File: src/rtl/mem_ctrl_pkg.sv
// Shared constants for the memory controller: word and RAM byte widths,
// boolean helpers, controller state encoding and an address helper.
package mem_ctrl_pkg;

  localparam int DATA_WIDTH = 32;
  localparam int RAM_WIDTH  = 8;
  localparam int WORD_BYTES = DATA_WIDTH / RAM_WIDTH;

  localparam logic TRUE  = 1'b1;
  localparam logic FALSE = 1'b0;

  // Instruction fetches always move a whole word.
  localparam logic [2:0] IF_BYTES = 3'd4;

  typedef enum logic [1:0] {
    IDLE      = 2'd0,
    IF_READ   = 2'd1,
    LSB_READ  = 2'd2,
    LSB_WRITE = 2'd3
  } state_t;

  // Address of byte k of a transfer; wraps naturally at 2^32.
  function automatic logic [DATA_WIDTH-1:0] byte_addr(input logic [DATA_WIDTH-1:0] base,
                                                      input logic [2:0]            k);
    return base + {{(DATA_WIDTH-3){1'b0}}, k};
  endfunction

endpackage

File: src/rtl/mem_ctrl.sv
// Byte-serial memory controller arbitrating an instruction-fetch port and a
// load/store port onto a single 8-bit RAM with one-cycle read latency.
// Requests are latched into one pending slot per port; IDLE prefers the
// load/store slot. Build option MEM_CTRL_LSB_PORT_EN enables the load/store
// port; without it the LSB inputs are ignored and its outputs are tied low.
module mem_ctrl
  import mem_ctrl_pkg::*;
(
  input  logic                  clk,
  input  logic                  rst,
  input  logic                  ena,
  input  logic                  in_flush,
  input  logic                  in_if_ena,
  input  logic [DATA_WIDTH-1:0] in_if_addr,
  output logic                  out_if_ready,
  output logic [DATA_WIDTH-1:0] out_if_inst,
  input  logic                  in_lsb_ena,
  input  logic                  in_lsb_rw,
  input  logic [2:0]            in_lsb_size,
  input  logic [DATA_WIDTH-1:0] in_lsb_addr,
  input  logic [DATA_WIDTH-1:0] in_lsb_data,
  output logic                  out_lsb_ready,
  output logic [DATA_WIDTH-1:0] out_lsb_data,
  output logic [DATA_WIDTH-1:0] out_ram_addr,
  output logic                  out_ram_rw,
  output logic [RAM_WIDTH-1:0]  out_ram_data,
  input  logic [RAM_WIDTH-1:0]  in_ram_data
);

  state_t                state_reg, state_next;
  logic [2:0]            cyc_reg, cyc_next;
  logic [2:0]            len_reg, len_next;
  logic [DATA_WIDTH-1:0] base_reg, base_next;
  logic [DATA_WIDTH-1:0] asm_reg, asm_next, asm_merged;
  logic                  if_pend_reg, if_pend_next;
  logic [DATA_WIDTH-1:0] if_addr_reg, if_addr_next;
  logic                  if_ready_reg, if_ready_next;
  logic [DATA_WIDTH-1:0] if_inst_reg, if_inst_next;
  logic [DATA_WIDTH-1:0] prev_addr_reg, ram_addr_live;
  logic [1:0]            cap_idx;

`ifdef MEM_CTRL_LSB_PORT_EN
  logic                  lsb_pend_reg, lsb_pend_next;
  logic                  lsb_rw_reg, lsb_rw_next;
  logic [2:0]            lsb_size_reg, lsb_size_next;
  logic [DATA_WIDTH-1:0] lsb_addr_reg, lsb_addr_next;
  logic [DATA_WIDTH-1:0] lsb_wdata_reg, lsb_wdata_next;
  logic [DATA_WIDTH-1:0] wdata_reg, wdata_next;
  logic                  lsb_ready_reg, lsb_ready_next;
  logic [DATA_WIDTH-1:0] lsb_data_reg, lsb_data_next;
`else
  logic                  unused_lsb;
  assign unused_lsb = ^{in_lsb_ena, in_lsb_rw, in_lsb_size, in_lsb_addr, in_lsb_data};
`endif

  // Byte returned by the RAM this cycle belongs to the address issued last cycle.
  assign cap_idx = cyc_reg[1:0] - 2'd1;

  generate
    for (genvar gi = 0; gi < WORD_BYTES; gi++) begin : g_lane
      assign asm_merged[gi*RAM_WIDTH +: RAM_WIDTH] =
        (cap_idx == 2'(gi)) ? in_ram_data : asm_reg[gi*RAM_WIDTH +: RAM_WIDTH];
    end
  endgenerate

  // While frozen, re-issue last cycle's address so the RAM keeps returning the
  // byte the stalled capture is waiting for.
  assign ram_addr_live = (state_reg == IDLE) ? '0 : byte_addr(base_reg, cyc_reg);
  assign out_ram_addr  = ena ? ram_addr_live : prev_addr_reg;
  assign out_if_ready  = if_ready_reg;
  assign out_if_inst   = if_inst_reg;

`ifdef MEM_CTRL_LSB_PORT_EN
  assign out_ram_rw    = ena && (state_reg == LSB_WRITE);
  assign out_ram_data  = out_ram_rw ? wdata_reg[{cyc_reg[1:0], 3'b000} +: RAM_WIDTH] : '0;
  assign out_lsb_ready = lsb_ready_reg;
  assign out_lsb_data  = lsb_data_reg;
`else
  assign out_ram_rw    = FALSE;
  assign out_ram_data  = '0;
  assign out_lsb_ready = FALSE;
  assign out_lsb_data  = '0;
`endif

  // Next-state, pending-slot capture, byte assembly and completion pulses
  always_comb begin
    state_next    = state_reg;
    cyc_next      = cyc_reg;
    len_next      = len_reg;
    base_next     = base_reg;
    asm_next      = asm_reg;
    if_pend_next  = if_pend_reg;
    if_addr_next  = if_addr_reg;
    if_ready_next = FALSE;
    if_inst_next  = if_inst_reg;
`ifdef MEM_CTRL_LSB_PORT_EN
    lsb_pend_next  = lsb_pend_reg;
    lsb_rw_next    = lsb_rw_reg;
    lsb_size_next  = lsb_size_reg;
    lsb_addr_next  = lsb_addr_reg;
    lsb_wdata_next = lsb_wdata_reg;
    wdata_next     = wdata_reg;
    lsb_ready_next = FALSE;
    lsb_data_next  = lsb_data_reg;
`endif
    case (state_reg)
      IDLE: begin
`ifdef MEM_CTRL_LSB_PORT_EN
        if (lsb_pend_reg) begin
          state_next    = lsb_rw_reg ? LSB_WRITE : LSB_READ;
          base_next     = lsb_addr_reg;
          len_next      = lsb_size_reg;
          wdata_next    = lsb_wdata_reg;
          cyc_next      = '0;
          asm_next      = '0;
          lsb_pend_next = FALSE;
        end else
`endif
        if (if_pend_reg && !in_flush) begin
          state_next   = IF_READ;
          base_next    = if_addr_reg;
          len_next     = IF_BYTES;
          cyc_next     = '0;
          asm_next     = '0;
          if_pend_next = FALSE;
        end
      end
      IF_READ: begin
        cyc_next = cyc_reg + 3'd1;
        if (cyc_reg != 3'd0) asm_next = asm_merged;
        if (cyc_reg == len_reg) begin
          state_next    = IDLE;
          if_ready_next = TRUE;
          if_inst_next  = asm_merged;
        end
      end
`ifdef MEM_CTRL_LSB_PORT_EN
      LSB_READ: begin
        cyc_next = cyc_reg + 3'd1;
        if (cyc_reg != 3'd0) asm_next = asm_merged;
        if (cyc_reg == len_reg) begin
          state_next     = IDLE;
          lsb_ready_next = TRUE;
          lsb_data_next  = asm_merged;
        end
      end
      LSB_WRITE: begin
        cyc_next = cyc_reg + 3'd1;
        if (cyc_reg == len_reg - 3'd1) begin
          state_next     = IDLE;
          lsb_ready_next = TRUE;
        end
      end
`endif
      default: state_next = IDLE;
    endcase

    // Flush kills the fetch path only; a same-cycle fetch pulse survives below.
    if (in_flush) begin
      if_pend_next = FALSE;
      if (state_reg == IF_READ) begin
        state_next    = IDLE;
        if_ready_next = FALSE;
        if_inst_next  = if_inst_reg;
      end
    end

    if (in_if_ena) begin
      if_pend_next = TRUE;
      if_addr_next = in_if_addr;
    end
`ifdef MEM_CTRL_LSB_PORT_EN
    if (in_lsb_ena) begin
      lsb_pend_next  = TRUE;
      lsb_rw_next    = in_lsb_rw;
      lsb_size_next  = in_lsb_size;
      lsb_addr_next  = in_lsb_addr;
      lsb_wdata_next = in_lsb_data;
    end
`endif
  end

  // Controller state register; ena low holds everything
  always_ff @(posedge clk or posedge rst) begin
    if (rst) begin
      state_reg     <= IDLE;
      cyc_reg       <= '0;
      len_reg       <= '0;
      base_reg      <= '0;
      asm_reg       <= '0;
      if_pend_reg   <= FALSE;
      if_addr_reg   <= '0;
      if_ready_reg  <= FALSE;
      if_inst_reg   <= '0;
      prev_addr_reg <= '0;
    end else if (ena) begin
      state_reg     <= state_next;
      cyc_reg       <= cyc_next;
      len_reg       <= len_next;
      base_reg      <= base_next;
      asm_reg       <= asm_next;
      if_pend_reg   <= if_pend_next;
      if_addr_reg   <= if_addr_next;
      if_ready_reg  <= if_ready_next;
      if_inst_reg   <= if_inst_next;
      prev_addr_reg <= ram_addr_live;
    end
  end

`ifdef MEM_CTRL_LSB_PORT_EN
  // Load/store pending slot and result registers
  always_ff @(posedge clk or posedge rst) begin
    if (rst) begin
      lsb_pend_reg  <= FALSE;
      lsb_rw_reg    <= FALSE;
      lsb_size_reg  <= '0;
      lsb_addr_reg  <= '0;
      lsb_wdata_reg <= '0;
      wdata_reg     <= '0;
      lsb_ready_reg <= FALSE;
      lsb_data_reg  <= '0;
    end else if (ena) begin
      lsb_pend_reg  <= lsb_pend_next;
      lsb_rw_reg    <= lsb_rw_next;
      lsb_size_reg  <= lsb_size_next;
      lsb_addr_reg  <= lsb_addr_next;
      lsb_wdata_reg <= lsb_wdata_next;
      wdata_reg     <= wdata_next;
      lsb_ready_reg <= lsb_ready_next;
      lsb_data_reg  <= lsb_data_next;
    end
  end
`endif

endmodule

File: config.mk
export PLATFORM = sky130hd
export DESIGN_NAME = mem_ctrl
export DESIGN_NICKNAME = d
export VERILOG_FILES = /design/src/rtl/mem_ctrl_pkg.sv /design/src/rtl/mem_ctrl.sv
export SDC_FILE = /design/constraint.sdc
export NUM_CORES = 1
export LEC_CHECK = 0
export CAP_MARGIN = 20
export CORE_ASPECT_RATIO = 1.25
export CORE_MARGIN = 3
export CORE_UTILIZATION = 38
export DETAILED_ROUTE_END_ITERATION = 10
export PLACE_DENSITY = 0.76
export SETUP_SLACK_MARGIN = 0.3
export SLEW_MARGIN = 30
export SYNTH_ARGS = -nofsm -noshare
export SYNTH_HDL_FRONTEND = slang
export SYNTH_SLANG_ARGS = --single-unit
File: constraint.sdc
create_clock -name clk -period 6.54 [get_ports clk]
set_clock_uncertainty 0.2 [all_clocks]
set_input_delay 1.308 -clock clk [delete_from_list [all_inputs] [get_ports clk]]
set_output_delay 1.308 -clock clk [all_outputs]
set_load 0.01 [all_outputs]
### Word-level counts from Yosys, hierarchy flattened

Cells that the tools add are included.
Widths: inputs -> output; s select.

| cells by class | value |
|---|---|
| reductions and logical operators | 14 |
| multiplexer cells | 28 |
| add/sub/neg operators | 3 |
| eq/ne operators | 8 |

Operators by type and width:

| operator | number |
|---|---|
| $mux 32 | 8 |
| $pmux 32 s2 | 1 |
| $add 32x3->32 | 1 |
| $mux 8 | 4 |
| $reduce_and 3->1 | 3 |
| $reduce_bool 3->1 | 3 |
| $mux 1 | 8 |
| $mux 2 | 4 |
| $pmux 3 s2 | 1 |
| $eq 2x1->1 const B | 2 |
| $eq 2x2->1 const B | 2 |
| $logic_not 2->1 | 2 |
| $ne 2x2->1 const B | 2 |
| $pmux 2 s2 | 1 |
| $reduce_and 2->1 | 2 |
| $reduce_and 4->1 | 1 |
| $add 3x1->3 const B | 1 |
| $eq 3x3->1 | 1 |
| $mux 3 | 1 |
| $ne 2x1->1 const B | 1 |
| $reduce_bool 2->1 | 1 |
| $sub 2x1->2 const B | 1 |
| $logic_and 1x1->1 | 1 |
| $logic_not 1->1 | 1 |

| storage, ports and cells | value |
|---|---|
| input bits | 114 |
| word-level logic and storage cells | 63 |
| register bits | 168 |

### Logic depth before layout (Yosys ltp)

| logic depth | value |
|---|---|
| depth in word-level cells | 7 |
| gate-level depth with buffers | 9 |
| mapped depth without buffers | 8 |

### Worst setup path before layout

Ideal clock, no wire load.

| timing | value |
|---|---|
| path type | reg-to-output |
| start | register cyc_reg[0] |
| end | output out_ram_addr[28] |
| path slack | 2.880 ns |
| required time | 5.032 ns |
| stages on the path, launching flop included | 10 |
| data arrival time | 2.152 ns |
| path through | dfrtp_1 > ha_1 > inv_1 > fa_1 > nand2b_1 > a21oi_1 > buf_2 > nand4_1 > xor2_1 > o22ai_1 |

| between the ends | value |
|---|---|
| longest elaborated chain between the ends | 3 |

RTL lines:

| element | RTL line | RTL |
|---|---|---|
| start, declared | mem_ctrl.sv:31 | `logic [2:0] cyc_reg, cyc_next;` |
| start signal, assigned | mem_ctrl.sv:198 | `cyc_reg <= cyc_next;` |
| $add 32x3->32 | mem_ctrl_pkg.sv:25 | `return base + {{(DATA_WIDTH-3){1'b0}}, k};` |
| $mux 32 | mem_ctrl.sv:68 | `assign ram_addr_live = (state_reg == IDLE) ? '0 : byte_addr(base_reg, cyc_reg);` |
| $mux 32 | -- |  |
| end, declared | mem_ctrl.sv:24 | `output logic [DATA_WIDTH-1:0] out_ram_addr,` |

Every way passes these cells.

### Worst setup path after layout

| timing | value |
|---|---|
| start | register cyc_reg[0] |
| end | output out_ram_addr[22] |

Same word-level chain as after synthesis.

==> impl_metrics.json <==
{
  "pin_count": 221,
  "clock_latency_ns": 0.43,
  "drive_gt1_frac": 0.156,
  "post_cts_resized": 0,
  "path_delay_family": "compound AO/OA/AOI/OAI gates",
  "routed_wl_um": 15900,
  "crit_buf_inv": 2,
  "postSynthCellCount": 667,
  "dieHeight_um": 165,
  "synth_cell_types": 46,
  "die_w_um": 133,
  "clk_root_buffer_cell": "clkbuf_16",
  "h-tree-depth": 4,
  "grt_start_max_net_pins": 95,
  "coreArea_um2": 19700,
  "hold_class": "reg2reg",
  "gr-total-overflow": 0,
  "drtIter0Drc": 244,
  "cap_viol_max_count": 0,
  "cp_cell_sequence": "ha_1 > inv_1 > fa_1 > nand2b_1 > a21oi_2 > nand4_1 > xor2_1 > o22ai_1 > clkdlybuf4s50_1",
  "ys.flop_type": "dfrtp_1",
  "grt_usage": 0.150,
  "fillers": 1777,
  "p_leak_nw": 4.03,
  "viasPerCell": 4.92,
  "dp_hpwl_um": 10900,
  "worst_path_largest_cell_delay_ns": 0.60,
  "place_area_um2": 8890,
  "clk_pin_slew_ns": 0.06,
  "max_slew_margin": 0.450,
  "antenna-diode-count": 0,
  "numCtsBuffers": 17,
  "vias": 5094,
  "finalInstanceArea_um2": 9450,
  "post-route-util": 0.480,
  "area_delta_synth_final_pct": 22.5,
  "rows": 57,
  "rsz0062_at_grt": "false",
  "fin_nets": 882,
  "powerDensity_nw_per_um2": 385,
  "route.detailed.drc": 0,
  "ant_nets": 0,
  "p_total_mw": 3.64,
  "crit_arrival_ns": 3.63,
  "final_common_cell": "dfrtp_1",
  "grt_pass1_wl_um": 26300,
  "synth.area.top_cells": "dfrtp_1 54%, mux2_2 8.9%, buf_4 4.3%",
  "wl_per_cell_um": 15.4,
  "crit_slowest_cell": "clkdlybuf4s50_1",
  "critPathLaunchType": "flop",
  "cts_tree": "done",
  "synth.cell_area_um2": 7720,
  "min_period_ns": 5.13,
  "tns_ns": 0,
  "syn-mean-instance-area_um2": 11.6,
  "synth_edf_count": 0,
  "synth_top_area_frac": 0.545,
  "status": "finished, final reports clean",
  "timing.final.crit_share": 0.785,
  "dr.pass1.iters": 4,
  "ir_drop_mv": 0.202,
  "clock-sinks": 168,
  "async_flop_share": 1.00,
  "cp-end-kind": "output port",
  "slew_viol_final": 0,
  "initial_utilization": 0.392,
  "post-cts-setup-buffers": 0,
  "layout_common_cells": "168 x dfrtp_1, 109 x clkdlybuf4s50_1, 61 x mux2_2",
  "ys_seq_area_frac": 0.545,
  "yosys_warnings": 0,
  "max_freq_mhz": 195,
  "finalSetupViolations": 0,
  "cp_max_fo": 13,
  "hold_violations": 0,
  "routabilityCongestion": 0.713,
  "portBuffers": 109,
  "grt_antenna_before_repair": 0,
  "clockBufferDepth": 2,
  "synth_top_area_cell": "dfrtp_1",
  "worstSetupPathType": "reg2out",
  "grt_pass1_vias": 5082,
  "die_area_um2": 22100,
  "cts_hold_buf": 0,
  "synth-seq-cells": 168,
  "worst_slew_pin_slew_ns": 0.824,
  "required_ns": 5.03
}
## cell usage after synthesis, drive strengths merged (2+ instances only)
master,number
dfrtp,168
buf,70
mux2,61
nand2,52
inv,45
o21ai,40
a22o,32
mux2i,32
o22ai,32
xor2,24
nand4,19
clkbuf,15
ha,9
nor2,8
a21oi,7
xnor2,7
and2,6
and3,5
or2,5
nand3,4
nand2b,3
nor2b,3
nor3,3
nor4,3
and4,2
## layout make-up
class                           instances  area (um2)  area share
Sequential cell                       168        4200       0.445
Multi-Input combinational cell        410        3020       0.319
Timing Repair Buffer                  116        1160       0.123
Clock buffer                           19         443      0.0469
Tap cell                              265         332      0.0351
Inverter                               45         174      0.0184
Clock inverter                         13         120      0.0127
## worst paths after layout
path	startpoint	endpoint	slack, ns	depth (start not counted)
worst max-delay path	cyc_reg[0]	out_ram_addr[22]	1.41	9
worst min-delay path	out_if_inst[29]	out_if_inst[29]	0.28	2
worst min register to register	out_if_inst[29]	out_if_inst[29]	0.28	2
min in group asynchronous	rst	if_addr_reg[2]	1.24	2
worst max register to register	cyc_reg[0]	prev_addr_reg[22]	3.63	8
max in group asynchronous	rst	asm_reg[27]	3.86	3
## per-stage QoR
| step | instances | setup WS, ns | hold WS (ns) |
|---|---|---|---|
| 3_5_place_dp | 1004 | 1.77 | 0.275 |
| 6_report | 1036 | 1.41 | 0.282 |
| 2_1_floorplan | 708 | 0.485 | 0.244 |
| 5_1_grt | 1036 | 1.19 | 0.309 |
| 4_1_cts | 1036 | 1.38 | 0.289 |
| 3_3_place_gp | 1003 | 1.59 | 0.267 |
## worst min-delay path, delay by kind of cell (launching register included)
family           cells  cell delay (ns)
AND/OR/NAND/NOR      1             0.05
AO/OA/AOI/OAI        1             0.06
flip-flops           1             0.34
## power by group
| group | switching, mW | total [mW] | internal [mW] |
|---|---|---|---|
| Combinational | 0.546 | 1.13 | 0.582 |
| Clock | 0.422 | 0.959 | 0.538 |
| Sequential | 0.215 | 1.55 | 1.33 |
| Total | 1.18 | 3.64 | 2.45 |
## per-layer routing
metal	vias to the layer above	routed length (um)	GRT usage
li1	2406	-	-
met1	2491	6880	0.183
met2	167	7900	0.256
met3	30	759	0.0388
met4	0	383	0.0627
met5	-	0	0
## logic make-up (layout without fill, tap and decap cells)
kind of cell | after synthesis | count (layout) | synth area share
flops | 168 | 168 | 0.545
buf+inv | 130 | 193 | 0.0877
compound gates | 119 | 119 | 0.105
simple gates | 115 | 115 | 0.0794
mux | 93 | 93 | 0.130
xor+xnor | 31 | 31 | 0.0352
fa+ha+maj | 10 | 10 | 0.0172
other cells | 1 | 42 | 0.000486
Power figures use the tool's default switching activity.
